**config.mk**
```make
export PLATFORM = sky130hd
export DESIGN_NAME = microaddress_sequencer_flat
export DESIGN_NICKNAME = d
export VERILOG_FILES = /design/src/rtl/microaddress_sequencer_if.sv /design/src/rtl/microaddress_sequencer.sv /design/src/flat_wrapper.sv
export SDC_FILE = /design/constraint.sdc
export NUM_CORES = 1
export LEC_CHECK = 0
export ABC_CLOCK_PERIOD_IN_PS = 1400
export BUFFER_PORTS_ARGS = -buffer_cell sky130_fd_sc_hd__clkbuf_2
export CORE_MARGIN = 5
export CORE_UTILIZATION = 46
export DETAILED_ROUTE_END_ITERATION = 10
export GPL_ROUTABILITY_DRIVEN = 0
export PLACE_DENSITY = 0.77
export SYNTH_ARGS = -nofsm -noshare
export SYNTH_HDL_FRONTEND = slang
export SYNTH_SLANG_ARGS = --single-unit
```
**constraint.sdc**
```tcl
create_clock -name clk -period 1.4 [get_ports clk]
set_input_delay 0.07 -clock clk [delete_from_list [all_inputs] [get_ports clk]]
set_output_delay 0.07 -clock clk [all_outputs]
set_load 0.05 [all_outputs]
```
**src/rtl/microaddress_sequencer_if.sv**
```systemverilog
// Bus between the next-state address selector / control register and the
// microaddress sequencer. master = selector side, slave = sequencer.
interface microaddress_sequencer_if #(
  parameter int unsigned ADDR_W = 7
);
  logic [1:0]        mux_select;
  logic [ADDR_W-1:0] enc_addr;
  logic [ADDR_W-1:0] cr_addr;
  logic              hold;
  logic              call;
  logic              ret;
  logic [ADDR_W-1:0] upc;
  logic [ADDR_W-1:0] incr_addr;
  logic              stk_err;

  modport master (
    output mux_select, enc_addr, cr_addr, hold, call, ret,
    input  upc, incr_addr, stk_err
  );

  modport slave (
    input  mux_select, enc_addr, cr_addr, hold, call, ret,
    output upc, incr_addr, stk_err
  );
endinterface

```
**src/rtl/microaddress_sequencer.sv**
```systemverilog
// Microaddress sequencer: selects the next microinstruction address from
// encoder / fetch / control-register / incrementer sources and registers it
// as upc, with upc+1 kept in a separate incrementer register. A hold input
// freezes all state during memory wait states.
// Optional microsubroutine return stack enabled by defining USTACK_EN.
module microaddress_sequencer #(
  parameter int unsigned       ADDR_W      = 7,
  parameter logic [ADDR_W-1:0] FETCH_ADDR  = '0,
  parameter int unsigned       STACK_DEPTH = 4
) (
  input  logic                          clk,
  input  logic                          reset,
  microaddress_sequencer_if.slave       bus
);

  logic [ADDR_W-1:0] upc_q, upc_d;
  logic [ADDR_W-1:0] incr_q, incr_d;
  logic [ADDR_W-1:0] mux_addr;
  logic [ADDR_W-1:0] next_addr;

  // Source mux; any non-decoded select value falls back to the fetch address
  always_comb begin
    mux_addr = FETCH_ADDR;
    unique case (bus.mux_select)
      2'b00:   mux_addr = bus.enc_addr;
      2'b01:   mux_addr = FETCH_ADDR;
      2'b10:   mux_addr = bus.cr_addr;
      2'b11:   mux_addr = incr_q;
      default: mux_addr = FETCH_ADDR;
    endcase
  end

`ifdef USTACK_EN
  localparam int unsigned CNT_W = $clog2(STACK_DEPTH + 1);

  logic [STACK_DEPTH-1:0][ADDR_W-1:0] stk_q, stk_d;
  logic [CNT_W-1:0]                   cnt_q, cnt_d;
  logic                               err_q, err_d;
  logic [CNT_W-1:0]                   top_idx;
  logic [ADDR_W-1:0]                  top_val;
  logic                               do_call, do_ret, conflict;
  logic                               full, empty;

  assign do_call  = bus.call & ~bus.ret;
  assign do_ret   = bus.ret & ~bus.call;
  assign conflict = bus.call & bus.ret;
  assign full     = (cnt_q == CNT_W'(STACK_DEPTH));
  assign empty    = (cnt_q == '0);
  assign top_idx  = cnt_q - 1'b1;

  // Read the newest stack entry; loop select keeps index widths matched
  always_comb begin
    top_val = FETCH_ADDR;
    for (int i = 0; i < STACK_DEPTH; i++) begin
      if (CNT_W'(i) == top_idx) top_val = stk_q[i];
    end
  end

  // Next address: a valid return overrides the mux, an empty return goes to fetch
  always_comb begin
    next_addr = mux_addr;
    if (do_ret) next_addr = empty ? FETCH_ADDR : top_val;
  end

  // Stack push/pop and sticky error; everything frozen under hold
  always_comb begin
    stk_d = stk_q;
    cnt_d = cnt_q;
    err_d = err_q;
    if (!bus.hold) begin
      if (conflict) begin
        err_d = 1'b1;
      end else if (do_call) begin
        if (full) begin
          err_d = 1'b1;
        end else begin
          for (int i = 0; i < STACK_DEPTH; i++) begin
            if (CNT_W'(i) == cnt_q) stk_d[i] = incr_q;
          end
          cnt_d = cnt_q + 1'b1;
        end
      end else if (do_ret) begin
        if (empty) err_d = 1'b1;
        else       cnt_d = cnt_q - 1'b1;
      end
    end
  end

  // Stack state registers
  always_ff @(posedge clk or posedge reset) begin
    if (reset) begin
      stk_q <= '0;
      cnt_q <= '0;
      err_q <= 1'b0;
    end else begin
      stk_q <= stk_d;
      cnt_q <= cnt_d;
      err_q <= err_d;
    end
  end

  assign bus.stk_err = err_q;
`else
  // Stack removed: call/ret have no effect and the error flag is constant
  localparam int unsigned UNUSED_DEPTH = STACK_DEPTH;
  logic unused_stack_ctl;
  assign unused_stack_ctl = bus.call ^ bus.ret;

  // Next address comes straight from the mux
  always_comb begin
    next_addr = mux_addr;
  end

  assign bus.stk_err = 1'b0;
`endif

  // Address and incrementer update; hold keeps both registers
  always_comb begin
    upc_d  = upc_q;
    incr_d = incr_q;
    if (!bus.hold) begin
      upc_d  = next_addr;
      incr_d = next_addr + ADDR_W'(1);
    end
  end

  // upc / incrementer registers, reset to the fetch state
  always_ff @(posedge clk or posedge reset) begin
    if (reset) begin
      upc_q  <= FETCH_ADDR;
      incr_q <= FETCH_ADDR + ADDR_W'(1);
    end else begin
      upc_q  <= upc_d;
      incr_q <= incr_d;
    end
  end

  assign bus.upc       = upc_q;
  assign bus.incr_addr = incr_q;

endmodule

```
**src/flat_wrapper.sv**
```systemverilog
// flat-port wrapper written by rule: the top's interface ports become plain ports
module microaddress_sequencer_flat 
#(
  parameter int unsigned       ADDR_W      = 7,
  parameter logic [ADDR_W-1:0] FETCH_ADDR  = '0,
  parameter int unsigned       STACK_DEPTH = 4
)
  (clk, reset, bus_mux_select, bus_enc_addr, bus_cr_addr, bus_hold, bus_call, bus_ret, bus_upc, bus_incr_addr, bus_stk_err);
  microaddress_sequencer_if #(.ADDR_W(ADDR_W)) bus_i ();
  input  logic clk;
  input  logic reset;
  input wire logic [$bits(bus_i.mux_select)-1:0] bus_mux_select;
  input wire logic [$bits(bus_i.enc_addr)-1:0] bus_enc_addr;
  input wire logic [$bits(bus_i.cr_addr)-1:0] bus_cr_addr;
  input wire logic [$bits(bus_i.hold)-1:0] bus_hold;
  input wire logic [$bits(bus_i.call)-1:0] bus_call;
  input wire logic [$bits(bus_i.ret)-1:0] bus_ret;
  output wire logic [$bits(bus_i.upc)-1:0] bus_upc;
  output wire logic [$bits(bus_i.incr_addr)-1:0] bus_incr_addr;
  output wire logic [$bits(bus_i.stk_err)-1:0] bus_stk_err;
  assign bus_i.mux_select = bus_mux_select;
  assign bus_i.enc_addr = bus_enc_addr;
  assign bus_i.cr_addr = bus_cr_addr;
  assign bus_i.hold = bus_hold;
  assign bus_i.call = bus_call;
  assign bus_i.ret = bus_ret;
  assign bus_upc = bus_i.upc;
  assign bus_incr_addr = bus_i.incr_addr;
  assign bus_stk_err = bus_i.stk_err;
  microaddress_sequencer #(.ADDR_W(ADDR_W), .FETCH_ADDR(FETCH_ADDR), .STACK_DEPTH(STACK_DEPTH)) u_core (.clk(clk), .reset(reset), .bus(bus_i));
endmodule
```
==> impl_metrics.env <==
export IMPL_grt_max_degree=15
export IMPL_numPortBuffers=32
export IMPL_die_area_um2=2870
export IMPL_tns_ns=0
export IMPL_clk_pin_slew_ns=0.08
export IMPL_wire_per_inst_um=13.0
export IMPL_min_period_ns=1.29
export IMPL_cts_root_buf="clkbuf_4"
export IMPL_slowest_delay_ns=0.58
export IMPL_n_antenna_cell=0
export IMPL_drtAntennaViolNets=0
export IMPL_drv_cap=0
export IMPL_cp_required_ns=1.60
export IMPL_report_final_slew_viol_count=0
export IMPL_grt_use_total_pct=13.8
export IMPL_nets=128
export IMPL_cts_made_buffers=3
export IMPL_gr_usage_met1_pct=15.9
export IMPL_p_sw_share_pct=40.0
export IMPL_holdPathStages=2
export IMPL_cp_depth=4
export IMPL_core_um2=1760
export IMPL_die_h_um=53.6
export IMPL_p_switching_mw=0.506
export IMPL_worstRegToRegCells=4
export IMPL_cts_sink_count=14
export IMPL_placed_cell_area_um2=1030
export IMPL_crit_buf_inv=0
export IMPL_cp_end_kind="flip-flop"
export IMPL_syn_inst=74
export IMPL_final_hold_violation_count=0
export IMPL_hp_class="in -> reg"
export IMPL_grt_pass1_wl_mm=2.88
export IMPL_grt_busiest_layer="met2"
export IMPL_critPathSlowestCell="dfstp_2"
export IMPL_start_kind="flip-flop"
export IMPL_cts_tree="done"
export IMPL_maxSlewHeadroom_pct=64.4
export IMPL_synth_warnings=0
export IMPL_drc=0
export IMPL_layout_setup_ws_ns=0.106
export IMPL_ys_seq_area_share_pct=40.3
export IMPL_start_util_pct=49.5
export IMPL_p_int_mw=0.760
export IMPL_die_x_um=53.6
export IMPL_design_area_um2=1070
export IMPL_critPathKind="reg -> reg"
export IMPL_power_frac_comb_pct=37.7
export IMPL_ios=36
export IMPL_wl_mm=1.70
export IMPL_syn2layout_area_growth_pct=22.9
export IMPL_min_period_over_period_pct=92.4
export IMPL_synthesis_nets=95
export IMPL_grt_setup_unrepaired="false"
export IMPL_seq_power_share_pct=39.9
export IMPL_postCtsSetupRepairBufs=0
export IMPL_avgSynthCellArea_um2=11.8
export IMPL_worstSkewPairLatency_ns=0.27
export IMPL_synth_area_um2=873
export IMPL_grt_pass1_vias=665
export IMPL_path_max_fanout=6
export IMPL_clk_path_buf_depth=2
export IMPL_max_freq_mhz=773
export IMPL_drt_iter0_markers=5
export IMPL_final_layout_size_suffix_gt1_share_pct=48.1
export IMPL_finalSetupViolCount=0
export IMPL_cp_cell_sequence="o2bb2ai_4 -> nand4_4 -> mux2i_1 -> nor3_2"
export IMPL_pwr_share_clk_pct=22.4
export IMPL_antenna_found_initial=0
export IMPL_avgViaCountPerCell=5.03
export IMPL_grt_util_met2_pct=23.9
export IMPL_critPathArrivalTime_ns=1.50
export IMPL_p_leak_nw=0.527
export IMPL_cts_max_level=1
export IMPL_met3_usage_pct=3.32
export IMPL_worstMarginPinSlew_ns=0.534
export IMPL_synth_cell_types=28
export IMPL_power_mw=1.27
export IMPL_skew_ns=0.000518
export IMPL_grt_ovfl_total=0
export IMPL_synth_seq_cells=14
export IMPL_path_delay_family="flip-flops"
export IMPL_drt_pass1_iterations=4
export IMPL_row_count=15
export IMPL_p_per_area_nw_per_um2=1180
export IMPL_hpwl_mm=1.41
export IMPL_outcome="finished clean"
export IMPL_via_count=659
export IMPL_irDropWorstVdd_uv=625
export IMPL_dp_slack_ns=0.0544
==> Yosys cell counts <==
library cell  count  area, um^2
o21a_1            2        15.0
a211o_1           1        8.76
nand2_1           7        26.3
xor2_1            2        17.5
and2_4            1        8.76
o2bb2ai_2         2        30.0
mux2i_1           9        90.1
xnor2_1           1        8.76
dfstp_2           1        26.3
clkbuf_1          2        7.51
nand4_4           1        21.3
dfrtp_1          13         325
nor2_1            2        7.51
nand3_1           1        5.00
nand4_1           1        6.26
mux2_2            5        56.3
nor3_1            1        5.00
o2bb2ai_4         3        82.6
a31oi_1           1        6.26
nor3_2            1        10.0
nand2b_1          2        12.5
o21ai_1           3        15.0
buf_4             2        15.0
inv_1             2        7.51
conb_1            1        3.75
buf_6             2        22.5
o21ai_0           3        15.0
o2bb2ai_1         2        17.5
==> kinds of logic (layout without fill, tap and decap cells) <==
family,Yosys count,count (layout),synth area share (%)
buf+inv,8,40,6.02
xor+xnor,3,3,3.01
flops,14,14,40.3
compound gates,17,17,21.8
simple gates,17,17,11.7
mux,14,14,16.8
other cells,1,1,0.429
==> path summary, 6_finish.rpt <==
kind                                              start                       to  slack (ns)
worst max-delay path            u_core.bus.incr_addr[0]  u_core.bus.incr_addr[5]        0.11
worst min-delay path                           bus_hold  u_core.bus.incr_addr[4]        0.13
max in group asynchronous                         reset  u_core.bus.incr_addr[0]        0.69
min in group asynchronous                         reset        u_core.bus.upc[5]        0.35
worst min register to register        u_core.bus.upc[6]        u_core.bus.upc[6]        0.49
worst max register to register  u_core.bus.incr_addr[0]  u_core.bus.incr_addr[5]        0.11
==> area by class of cell <==
type,count,area [um^2]
fill,161,691
multi-input combinational,52,469
sequential,14,352
timing repair buffer,34,178
clock buffer,4,36.3
tap,25,31.3
inverter,2,7.51
==> cell usage in the layout (no fill, tap or decap), drive strengths merged, types with 2 or more instances in the layout <==
master | netlist | layout
dfrtp | 13 | 13
nand2b | 2 | 2
nor2 | 2 | 2
nor3 | 2 | 2
o2bb2ai | 7 | 7
mux2 | 5 | 5
o21a | 2 | 2
clkbuf | 2 | 36
nand4 | 2 | 2
nand2 | 7 | 7
xor2 | 2 | 2
o21ai | 6 | 6
inv | 2 | 2
mux2i | 9 | 9
==> routing by layer <==
| layer | wire (um) | vias to the layer above |
|---|---|---|
| li1 | - | 324 |
| met1 | 690 | 304 |
| met5 | 0 | - |
| met3 | 179 | 4 |
| met2 | 800 | 27 |
| met4 | 32 | 0 |
==> metrics by stage <==
stage | util, % | hold slack, ns | instances
after floorplan | - | -0.0415 | 74
after global placement | 58.2 | 0.111 | 126
after detailed placement | 58.2 | 0.118 | 126
after CTS | 60.9 | 0.122 | 131
after global routing | 60.9 | 0.132 | 131
final | 60.9 | 0.127 | 131
==> worst reg2reg max path, cell delays in order, from the launching register on <==
cell	delay, ns
dfstp_2	0.58
o2bb2ai_4	0.17
nand4_4	0.16
mux2i_1	0.16
nor3_2	0.15
==> flip-flops by register name (all words and copies together), names as in the netlist <==
name	cells
u_core.bus.incr_addr	7
u_core.bus.upc	7
==> what timing repair did <==
action / in CTS / in global routing
hold endpoints to repair: 13 / 0
resized for setup: 0 / 0
hold buffers: 1 / 0
==> power by group through the flow <==
stage | sequential [mW] | combinational (mW) | clock [mW]
floorplan | 0.706 | 0.182 | 0
global placement | 0.510 | 0.472 | 0
detailed placement | 0.514 | 0.480 | 0
CTS | 0.506 | 0.483 | 0.296
global route | 0.514 | 0.511 | 0.319
finish | 0.505 | 0.478 | 0.284
(Power assumes the default switching activity.)
